<file path="config.mk">
export PLATFORM = sky130hd
export DESIGN_NAME = in_reg_bank
export DESIGN_NICKNAME = d
export VERILOG_FILES = /design/src/rtl/in_reg_bank.sv
export SDC_FILE = /design/constraint.sdc
export NUM_CORES = 1
export LEC_CHECK = 0
export ABC_CLOCK_PERIOD_IN_PS = 1300
export CAP_MARGIN = 30
export CORE_MARGIN = 5
export CORE_UTILIZATION = 46
export CTS_CLUSTER_DIAMETER = 60
export CTS_CLUSTER_SIZE = 14
export DETAILED_ROUTE_END_ITERATION = 10
export PLACE_DENSITY = 0.77
export SLEW_MARGIN = 40
export SYNTH_ARGS = -nofsm -noshare
export SYNTH_HDL_FRONTEND = slang
export SYNTH_SLANG_ARGS = --single-unit
</file>
<file path="constraint.sdc">
create_clock -name clk -period 1.3 [get_ports clk]
set_clock_uncertainty 0.2 [all_clocks]
set_input_delay 0.195 -clock clk [delete_from_list [all_inputs] [get_ports clk]]
set_output_delay 0.195 -clock clk [all_outputs]
set_load 0.01 [all_outputs]
</file>
<file path="src/rtl/in_reg_bank.sv">
`default_nettype none
// ============================================================================
// Module      : in_reg_bank
// Description : Pad-side input capture bank. A WIDTH-bit bus passes through
//               an optional per-bit synchroniser chain and an optional per-bit
//               persistence filter, then into an output register. The output
//               register supports capture-enable, synchronous clear and
//               synchronous preset. It also produces registered rise/fall
//               pulses and a capture strobe.
// Revision    : 1.0 - initial release
// ----------------------------------------------------------------------------
// Ports
//   clk      in   1      rising-edge clock
//   rst_n    in   1      asynchronous active-low reset
//   dataIn   in   WIDTH  raw pad bus (asynchronous when SYNC_STAGES > 0)
//   sel      in   1      capture enable: load filtered data into dataOut
//   clr      in   1      synchronous clear of dataOut (highest priority)
//   hold     in   1      synchronous preset of dataOut to HOLD_VAL
//   dataOut  out  WIDTH  captured, filtered data
//   rise     out  WIDTH  one-cycle pulse per bit on a 0->1 change of dataOut
//   fall     out  WIDTH  one-cycle pulse per bit on a 1->0 change of dataOut
//   valid    out  1      one-cycle strobe: dataOut was loaded by sel
// ============================================================================
module in_reg_bank #(
    parameter int               WIDTH         = 8,
    parameter int               SYNC_STAGES   = 2,
    parameter int               FILTER_CYCLES = 0,
    parameter logic [WIDTH-1:0] HOLD_VAL      = {WIDTH{1'b1}}
) (
    input  logic             clk,
    input  logic             rst_n,
    input  logic [WIDTH-1:0] dataIn,
    input  logic             sel,
    input  logic             clr,
    input  logic             hold,
    output logic [WIDTH-1:0] dataOut,
    output logic [WIDTH-1:0] rise,
    output logic [WIDTH-1:0] fall,
    output logic             valid
);

    logic [WIDTH-1:0] synced_w;
    logic [WIDTH-1:0] filt_w;

    // ------------------------------------------------------------------
    // Synchroniser: SYNC_STAGES flops per bit, or a straight wire.
    // ------------------------------------------------------------------
    generate
        if (SYNC_STAGES > 0) begin : g_sync
            logic [WIDTH-1:0] sync_q [SYNC_STAGES];

            always_ff @(posedge clk or negedge rst_n) begin
                if (!rst_n) begin
                    for (int s = 0; s < SYNC_STAGES; s++) begin
                        sync_q[s] <= '0;
                    end
                end else begin
                    sync_q[0] <= dataIn;
                    for (int s = 1; s < SYNC_STAGES; s++) begin
                        sync_q[s] <= sync_q[s-1];
                    end
                end
            end

            assign synced_w = sync_q[SYNC_STAGES-1];
        end else begin : g_nosync
            assign synced_w = dataIn;
        end
    endgenerate

    // ------------------------------------------------------------------
    // Persistence filter: a bit is accepted only after it has differed
    // from the filtered value for FILTER_CYCLES consecutive cycles. Any
    // cycle where it agrees again restarts the count from zero.
    // ------------------------------------------------------------------
    generate
        if (FILTER_CYCLES > 0) begin : g_filt
            localparam int               CNT_W    = $clog2(FILTER_CYCLES + 1);
            localparam logic [CNT_W-1:0] CNT_LAST = CNT_W'(FILTER_CYCLES - 1);

            for (genvar i = 0; i < WIDTH; i++) begin : g_bit
                logic             filt_q;
                logic             filt_d;
                logic [CNT_W-1:0] cnt_q;
                logic [CNT_W-1:0] cnt_d;

                always_comb begin
                    filt_d = filt_q;
                    cnt_d  = '0;
                    if (synced_w[i] != filt_q) begin
                        // The F-th consecutive differing cycle accepts the
                        // change; the counter is cleared, so it never wraps.
                        if (cnt_q == CNT_LAST) begin
                            filt_d = synced_w[i];
                        end else begin
                            cnt_d = cnt_q + 1'b1;
                        end
                    end
                end

                always_ff @(posedge clk or negedge rst_n) begin
                    if (!rst_n) begin
                        filt_q <= 1'b0;
                        cnt_q  <= '0;
                    end else begin
                        filt_q <= filt_d;
                        cnt_q  <= cnt_d;
                    end
                end

                assign filt_w[i] = filt_q;
            end
        end else begin : g_nofilt
            assign filt_w = synced_w;
        end
    endgenerate

    // ------------------------------------------------------------------
    // Output register: clr > hold > sel > keep. Edge pulses compare the
    // next value against the current one so they line up with the new
    // dataOut regardless of what caused the load.
    // ------------------------------------------------------------------
    logic [WIDTH-1:0] data_q;
    logic [WIDTH-1:0] data_d;
    logic [WIDTH-1:0] rise_q;
    logic [WIDTH-1:0] fall_q;
    logic             valid_q;

    always_comb begin
        data_d = data_q;
        if (clr) begin
            data_d = '0;
        end else if (hold) begin
            data_d = HOLD_VAL;
        end else if (sel) begin
            data_d = filt_w;
        end
    end

    always_ff @(posedge clk or negedge rst_n) begin
        if (!rst_n) begin
            data_q  <= '0;
            rise_q  <= '0;
            fall_q  <= '0;
            valid_q <= 1'b0;
        end else begin
            data_q  <= data_d;
            rise_q  <= data_d & ~data_q;
            fall_q  <= ~data_d & data_q;
            valid_q <= sel & ~clr & ~hold;
        end
    end

    assign dataOut = data_q;
    assign rise    = rise_q;
    assign fall    = fall_q;
    assign valid   = valid_q;

endmodule
`default_nettype wire

</file>
-- Word-level counts from Yosys, hierarchy flattened
Index checks and enable logic that the tools add are counted.
- multiplexer cells: 3
- bitwise logic cells: 8
- operator list (cell ; count):
    $mux W8 ; 3
    $and A8 B8 Y8 ; 2
    $not A8 Y8 ; 2
    $and A1 B1 Y1 ; 2
    $not A1 Y1 ; 2
- flip-flop bits (word level): 41
- input bits: 13
- output and inout port bits: 25
- word-level logic and storage cells: 17

-- Depth between registers and ports, before layout
Gate-level depths: netlist of run 1.
- depth after elaboration: 5
- gate-level depth with buffers: 4
- gate-level depth less buffers: 2

-- Least setup slack after synthesis of run 1
Ideal clock, no wire load.
- kind: input to register
- from: input hold
- to: register data_q[0] (netlist: dataOut[0])
- setup time: 0.137 ns
- arrival: 0.693 ns
- required time: 0.963 ns
- slack: 0.270 ns
- cell stages on the path: 4
- path buffers: 2
- cells stage by stage: buf_4 > buf_6 > a21oi_1 > a21oi_1
- cells in the longest elaborated chain, start to end: 2
- RTL lines (item ; line ; source):
    from (decl) ; 35 ; input logic hold,
    $mux W8 ; 133 ; end else if (hold) begin
    $mux W8 ; 131 ; if (clr) begin
    via data_d[0] ; 124 ; logic [WIDTH-1:0] data_d;
    to (signal assigned) ; 147 ; data_q <= data_d;
    to (decl) ; 123 ; logic [WIDTH-1:0] data_q;
The timed path passes the listed nets, and every way through them passes these cells.

-- Final worst setup path of run 1
- from: register data_q[5] (netlist: dataOut[5])
- to: output dataOut[5]
- RTL lines (item ; line ; source):
    to (decl) ; 36 ; output logic [WIDTH-1:0] dataOut,
No word-level cell between the ends.

==> flow_summary_export.csv, run 1 <==
group,metric,value,unit
outcome,outcome,"complete, no violations",
sta,worst_pin_slew,385.5,ps
synthesis,synthTopCellsByCount,"41 x dfrtp_1, 16 x a21oi_1",
clocking,path_clk_slew,100,ps
final_layout,area_delta_synth_final,34.81,%
drt,routedWlPerCell,13.88,um
synthesis,synth_warnings,0,
hold_path,hold_depth,1,
global_route,grt_max_degree,26,
place,placed_cells,172,
die,fp-row-count,20,
global_route,grt_util_met3,0.05641,
sta,rsz0062_at_grt,"true",
power_and_ir_drop,power.density,1218,mW/mm^2
synthesis,synth_largest_area_cell,"dfrtp_1",
final_layout,insertedDiodeCount,0,
drt,vias,937,
synthesis,synth_top_flop_cell,"dfrtp_1",
setup_path,crit_path_top_delay_cell,"dfrtp_1",
clocking,cts.path.max_buffers,2,
drt,dr.pass1.iters,4,
global_route,gr-usage-all-layers,0.1396,
setup_path,path_class,"reg -> out",
drt,drc,0,
sta,hold_viol_final,0,
sta,finalCritPeriodShare,0.9862,
setup_path,cp-end-kind,"primary output",
synthesis,yosys-mux-area-fraction,0,
setup_path,critPathMaxStageDelay,420,ps
global_route,grt_pass1_wl,4416,um
setup_path,rrSetupSlack,120,ps
drt,ant_nets,0,
setup_path,critPathArrivalTime,890,ps
synthesis,synth_edf_count,0,
power_and_ir_drop,ir_worst_vdd,0.6438,mV
place,hpwl,1800,um
drt,drtIter0Drc,20,
final_layout,instances_no_fill,184,
synthesis,synth_compound_area_frac,0.09947,
global_route,met2_usage,0.2238,
synthesis,async_flop_share,1.000,
clocking,worstSkewPairLatency,340,ps
die,boundaryPins,38,
job,cap_violations,0,
sta,slew_violations,0,
clocking,cts_buffers,5,
sta,relSlewSlack,0.7430,
power_and_ir_drop,power,2313,uW
die,die_h,65.34,um
setup_path,r2r_cells,3,
synthesis,seq_area_frac_synth,0.7282,
synthesis,yosysUniqueCellTypes,11,
setup_path,critPathLaunchType,"flop",
synthesis,synthSimpleGateAreaFrac,0.1403,
setup_path,cp_cell_sequence,"buf_6",
setup_path,reg2reg_to,"rise[1]",
clocking,cts-root-buf,"clkbuf_4",
synthesis,synth_seq_cells,41,
clocking,cts_max_level,2,
synthesis,syn_nets,110,
final_layout,fillers,237,
clocking,cts_sinks,41,
place,port_buffers,37,
synthesis,postSynthAreaPerCell,14.52,um^2
hold_path,hold-path-endpoint,"g_sync.sync_q[11]",
die,initial_core_util,0.4692,
synthesis,synthXorXnorAreaFrac,0,
global_route,antenna_found_initial,0,
setup_path,r2r-start,"dataOut[1]",
setup_path,path_max_fanout,2,
synthesis,netlist_top_cells_area,"dfrtp_1 73%, nor3b_2 7.1%, a21oi_1 5.7%",
drt,routed_via_density,5.092,
die,coreArea,0.003003,mm^2
synthesis,netlist_area,0.001409,mm^2
place,gp_congestion,0.6421,
synthesis,synth_cells,97,
setup_path,critPathTopFamily,"flip-flops",
setup_path,worstPathRequired,900,ps
setup_path,critPathBufInv,1,
sta,timing.fmax,780.0,MHz
synthesis,yosys.cell_count.top_type,"dfrtp_1",
hold_path,hold_path_class,"in -> reg",
die,die_w,65.34,um
sta,fin_crit,1282,ps
synthesis,yosysTopAreaCellShare,0.7282,
drt,finalWirelength,2553,um
clocking,tritoncts,"yes",
sta,final-setup-viol-count,0,
die,die_area,0.004269,mm^2
global_route,gr-usage-met1,0.1534,
power_and_ir_drop,power.leakage,0.0009077,uW
sta,hold_ws,81.37,ps
global_route,first_global_vias,989,
global_route,gr-total-overflow,0,
hold_path,min_from,"dataIn[3]",
final_layout,final_nets,164,
global_route,grt-busiest-layer,"met2",
final_layout,drive_gt1_frac,0.3709,
synthesis,synth_top_family_by_area,"simple AND/OR/NAND/NOR gates",
setup_path,cp.depth,1,
synthesis,synth-adder-area-share,0,
routing by layer:
metal | up-vias | wire [um]
met3 | 12 | 169
met5 | - | 0
met1 | 456 | 1015
met2 | 29 | 1264
li1 | 440 | -
met4 | 0 | 103
through the flow:
step | cell area, um^2 | setup slack [ps] | setup TNS, ps | utilization
6_report | 1899 | 17.97 | 0 | 0.6325
5_1_grt | 1899 | -45.27 | -235.0 | 0.6325
4_1_cts | 1879 | -4.210 | -4.210 | 0.6258
3_5_place_dp | 1911 | -153.1 | -2697 | 0.6363
3_3_place_gp | 1911 | -136.4 | -2209 | 0.6363
2_1_floorplan | 1409 | 270.3 | 0 | -
final cells by class:
cell class,count,area (um^2),share of cell area
clock buffers,7,55.05,0.02899
multi-input cells,49,337.8,0.1779
flip-flops and latches,41,1026,0.5402
well taps,33,41.29,0.02174
repair buffers,54,439.2,0.2312
kinds of logic after synthesis:
family / Yosys count
DFF: 41
and+or+nand+nor: 25
AOI/OAI and AO/OA: 24
buffers and inverters: 7
worst max path at each step:
| stage | start | to | slack [ps] |
|---|---|---|---|
| 2_1_floorplan | hold | dataOut[0] | 270 |
| 3_3_place_gp | sel | fall[5] | -140 |
| 3_5_place_dp | sel | fall[5] | -150 |
| 4_1_cts | dataOut[5] | dataOut[5] | -4 |
| 5_1_grt | dataOut[5] | dataOut[5] | -50 |
| 6_report | dataOut[5] | dataOut[5] | 20 |
sequential cells by signal (all words and copies together) (netlist names):
| register | cells |
|---|---|
| rise | 8 |
| fall | 8 |
| dataOut | 8 |
| valid | 1 |
| g_sync.sync_q | 8 |
| filt_w | 8 |
report_power, final:
part,total (uW),internal (uW),leakage [uW],switching [uW]
logic,320,169,0.000367,151
registers,1380,1350,0.000509,29.6
clock network,614,255,0.0000314,359
total,2310,1770,0.000908,539
cell usage in the layout (no fill, tap or decap), drive strengths merged:
master / netlist / routed
buf: 6 / 42
nor3: 8 / 8
dfrtp: 41 / 41
clkbuf: 1 / 7
nor3b: 9 / 9
dlygate4sd3: 0 / 1
o21a: 8 / 8
clkdlybuf4s50: 0 / 11
a21oi: 16 / 16
nand2b: 8 / 8
what timing repair did:
item / 4_1_cts / 5_1_grt
endpoints found under the hold margin: 41 / 0
hold buffers: 1 / 0
buffers inserted: 3 / 1
endpoints found under the setup margin: 25 / 13
resized for setup: 101 / 2
Power figures use the tool's default switching activity.
==> run 2, diff against run 1 <==
--- a/config.mk
+++ b/config.mk
@@ -13,7 +13,7 @@
 export CTS_CLUSTER_SIZE = 14
 export DETAILED_ROUTE_END_ITERATION = 10
 export PLACE_DENSITY = 0.77
-export SLEW_MARGIN = 40
+export SLEW_MARGIN = 25
 export SYNTH_ARGS = -nofsm -noshare
 export SYNTH_HDL_FRONTEND = slang
 export SYNTH_SLANG_ARGS = --single-unit
==> results of run 2 <==
No change in the layout: final DEF, timing and power equal those of run 1.
==> run 3, diff against run 2 <==
--- a/config.mk
+++ b/config.mk
@@ -8,11 +8,12 @@
 export ABC_CLOCK_PERIOD_IN_PS = 1300
 export CAP_MARGIN = 30
 export CORE_MARGIN = 5
-export CORE_UTILIZATION = 46
+export CORE_UTILIZATION = 49
+export CTS_BUF_LIST = sky130_fd_sc_hd__clkbuf_4
 export CTS_CLUSTER_DIAMETER = 60
 export CTS_CLUSTER_SIZE = 14
 export DETAILED_ROUTE_END_ITERATION = 10
-export PLACE_DENSITY = 0.77
+export PLACE_DENSITY = 0.81
 export SLEW_MARGIN = 25
 export SYNTH_ARGS = -nofsm -noshare
 export SYNTH_HDL_FRONTEND = slang
==> run 3 against run 2 <==
Via count is 2.2% lower; first-iteration DRC count fell by 10%; clock-buffer cell count is 2 lower; clock power rose by 30%.
==> flow_summary_export.csv, run 3 (same netlist as run 1, synthesis figures left out) <==
group,metric,value,unit
outcome,outcome,"complete, no violations",
global_route,gr-usage-all-layers,0.1487,
final_layout,area_delta_synth_final,36.41,%
power_and_ir_drop,power,2498,uW
drt,ant_nets,0,
clocking,cts.path.max_buffers,2,
setup_path,cp_cell_sequence,"buf_2",
sta,worst_pin_slew,358.5,ps
setup_path,critPathLaunchType,"flop",
sta,finalCritPeriodShare,0.9942,
die,initial_core_util,0.5109,
power_and_ir_drop,ir_worst_vdd,1.704,mV
drt,finalWirelength,2626,um
die,boundaryPins,38,
sta,slew_violations,0,
setup_path,critPathBufInv,1,
final_layout,final_common_cell,"dfrtp_1",
final_layout,insertedDiodeCount,0,
place,gp_congestion,0.6453,
drt,drc,0,
hold_path,hold_path_class,"in -> async",
job,cap_violations,0,
setup_path,r2r-start,"dataOut[1]",
sta,relSlewSlack,0.7610,
clocking,worstSkewPairLatency,350,ps
drt,dr.pass1.iters,2,
power_and_ir_drop,power_frac_seq,0.552,
global_route,grt_max_degree,28,
setup_path,worstPathRequired,900,ps
clocking,cts_buffers,5,
sta,fin_crit,1292,ps
place,place_area,0.001908,mm^2
drt,drtIter0Drc,18,
die,die_h,63.62,um
power_and_ir_drop,intPower,1918,uW
setup_path,reg2reg_to,"rise[1]",
setup_path,cp-end-kind,"primary output",
place,hpwl,1808,um
final_layout,final_nets,165,
global_route,gr-total-overflow,0,
sta,rsz0062_at_grt,"true",
global_route,first_global_vias,1001,
clocking,cts_max_level,2,
place,placed_cells,170,
setup_path,crit_path_top_delay_cell,"dfrtp_1",
sta,timing.fmax,773.8,MHz
power_and_ir_drop,power_frac_comb,0.129,
setup_path,critPathMaxStageDelay,410,ps
die,die_w,63.62,um
final_layout,drive_gt1_frac,0.3791,
clocking,cts-root-buf,"clkbuf_4",
clocking,cts_sinks,41,
setup_path,rrSetupSlack,80,ps
clocking,tritoncts,"yes",
power_and_ir_drop,power_switching,579.9,uW
global_route,grt_pass1_wl,4602,um
final_layout,finalInstanceArea,0.001922,mm^2
sta,hold_viol_final,0,
global_route,antenna_found_initial,0,
die,coreArea,0.002758,mm^2
setup_path,r2r_cells,4,
power_and_ir_drop,power.density,1300,mW/mm^2
setup_path,critPathTopFamily,"flip-flops",
power_and_ir_drop,power.leakage,0.0009193,uW
clocking,path_clk_slew,120,ps
place,port_buffers,37,
setup_path,path_class,"reg -> out",
final_layout,final_cell_mix,"41 x dfrtp_1, 24 x buf_2, 16 x a21oi_1, 13 x buf_4, 11 x clkdlybuf4s50_1",
sta,final-setup-viol-count,0,
drt,routedWlPerCell,14.27,um
setup_path,path_max_fanout,2,
setup_path,critPathArrivalTime,900,ps
drt,routed_via_density,4.978,
power_and_ir_drop,sw_frac_of_total,0.2322,
die,die_area,0.004048,mm^2
die,fp-row-count,19,
power_and_ir_drop,p_clk_frac,0.319,
final_layout,instances_no_fill,184,
setup_path,startpoint,"dataOut[6]",
drt,vias,916,
[run 3: stage by stage]
step	utilization	TNS [ps]	worst slack, ps	hold slack (ps)
2_1_floorplan	-	0	270.3	-300.6
5_1_grt	0.6969	-276.7	-51.74	54.83
6_report	0.6969	0	7.596	72.55
3_3_place_gp	0.6919	-2277	-145.9	-82.89
4_1_cts	0.6892	-5.982	-3.347	57.17
3_5_place_dp	0.6919	-2687	-153.8	-77.14
[run 3: power by group through the flow]
stage               Combinational (uW)  Sequential [uW]  Clock (uW)
floorplan                         92.0             1440           0
global route                       356             1390         881
detailed placement                 353             1410           0
global placement                   342             1400           0
CTS                                320             1380         829
finish                             323             1380         796
[run 3: final cells by class]
type	instances	area, um^2
clock buffer	5	37.54
tap	31	38.79
fill	215	835.8
sequential	41	1026
timing repair buffer	55	440.4
multi-input combinational	49	337.8
clock inverter	3	41.29
[run 3: worst max-delay path by stage]
stage / end / slack [ps] / depth (start not counted)
floorplan: dataOut[0] / 270 / 4
global placement: fall[6] / -150 / 4
detailed placement: fall[0] / -150 / 4
CTS: dataOut[5] / -3 / 1
global route: dataOut[6] / -50 / 1
finish: dataOut[6] / 8 / 1
[run 3: repair_timing]
| item | in CTS | in global routing |
|---|---|---|
| setup buffers | 3 | 2 |
| hold buffers | 1 | 0 |
| endpoints found under the hold margin | 41 | 0 |
| gates resized for setup | 101 | 1 |
| setup endpoints to repair | 25 | 16 |
[run 3: metal layers]
metal / up-vias / share of wire / track usage / wire length, um
met3: 7 / 0.054 / 0.04618 / 143
met5: - / 0 / 0 / 0
li1: 441 / - / - / -
met1: 442 / 0.41 / 0.1708 / 1074
met2: 26 / 0.52 / 0.2462 / 1353
met4: 0 / 0.021 / 0.07792 / 54
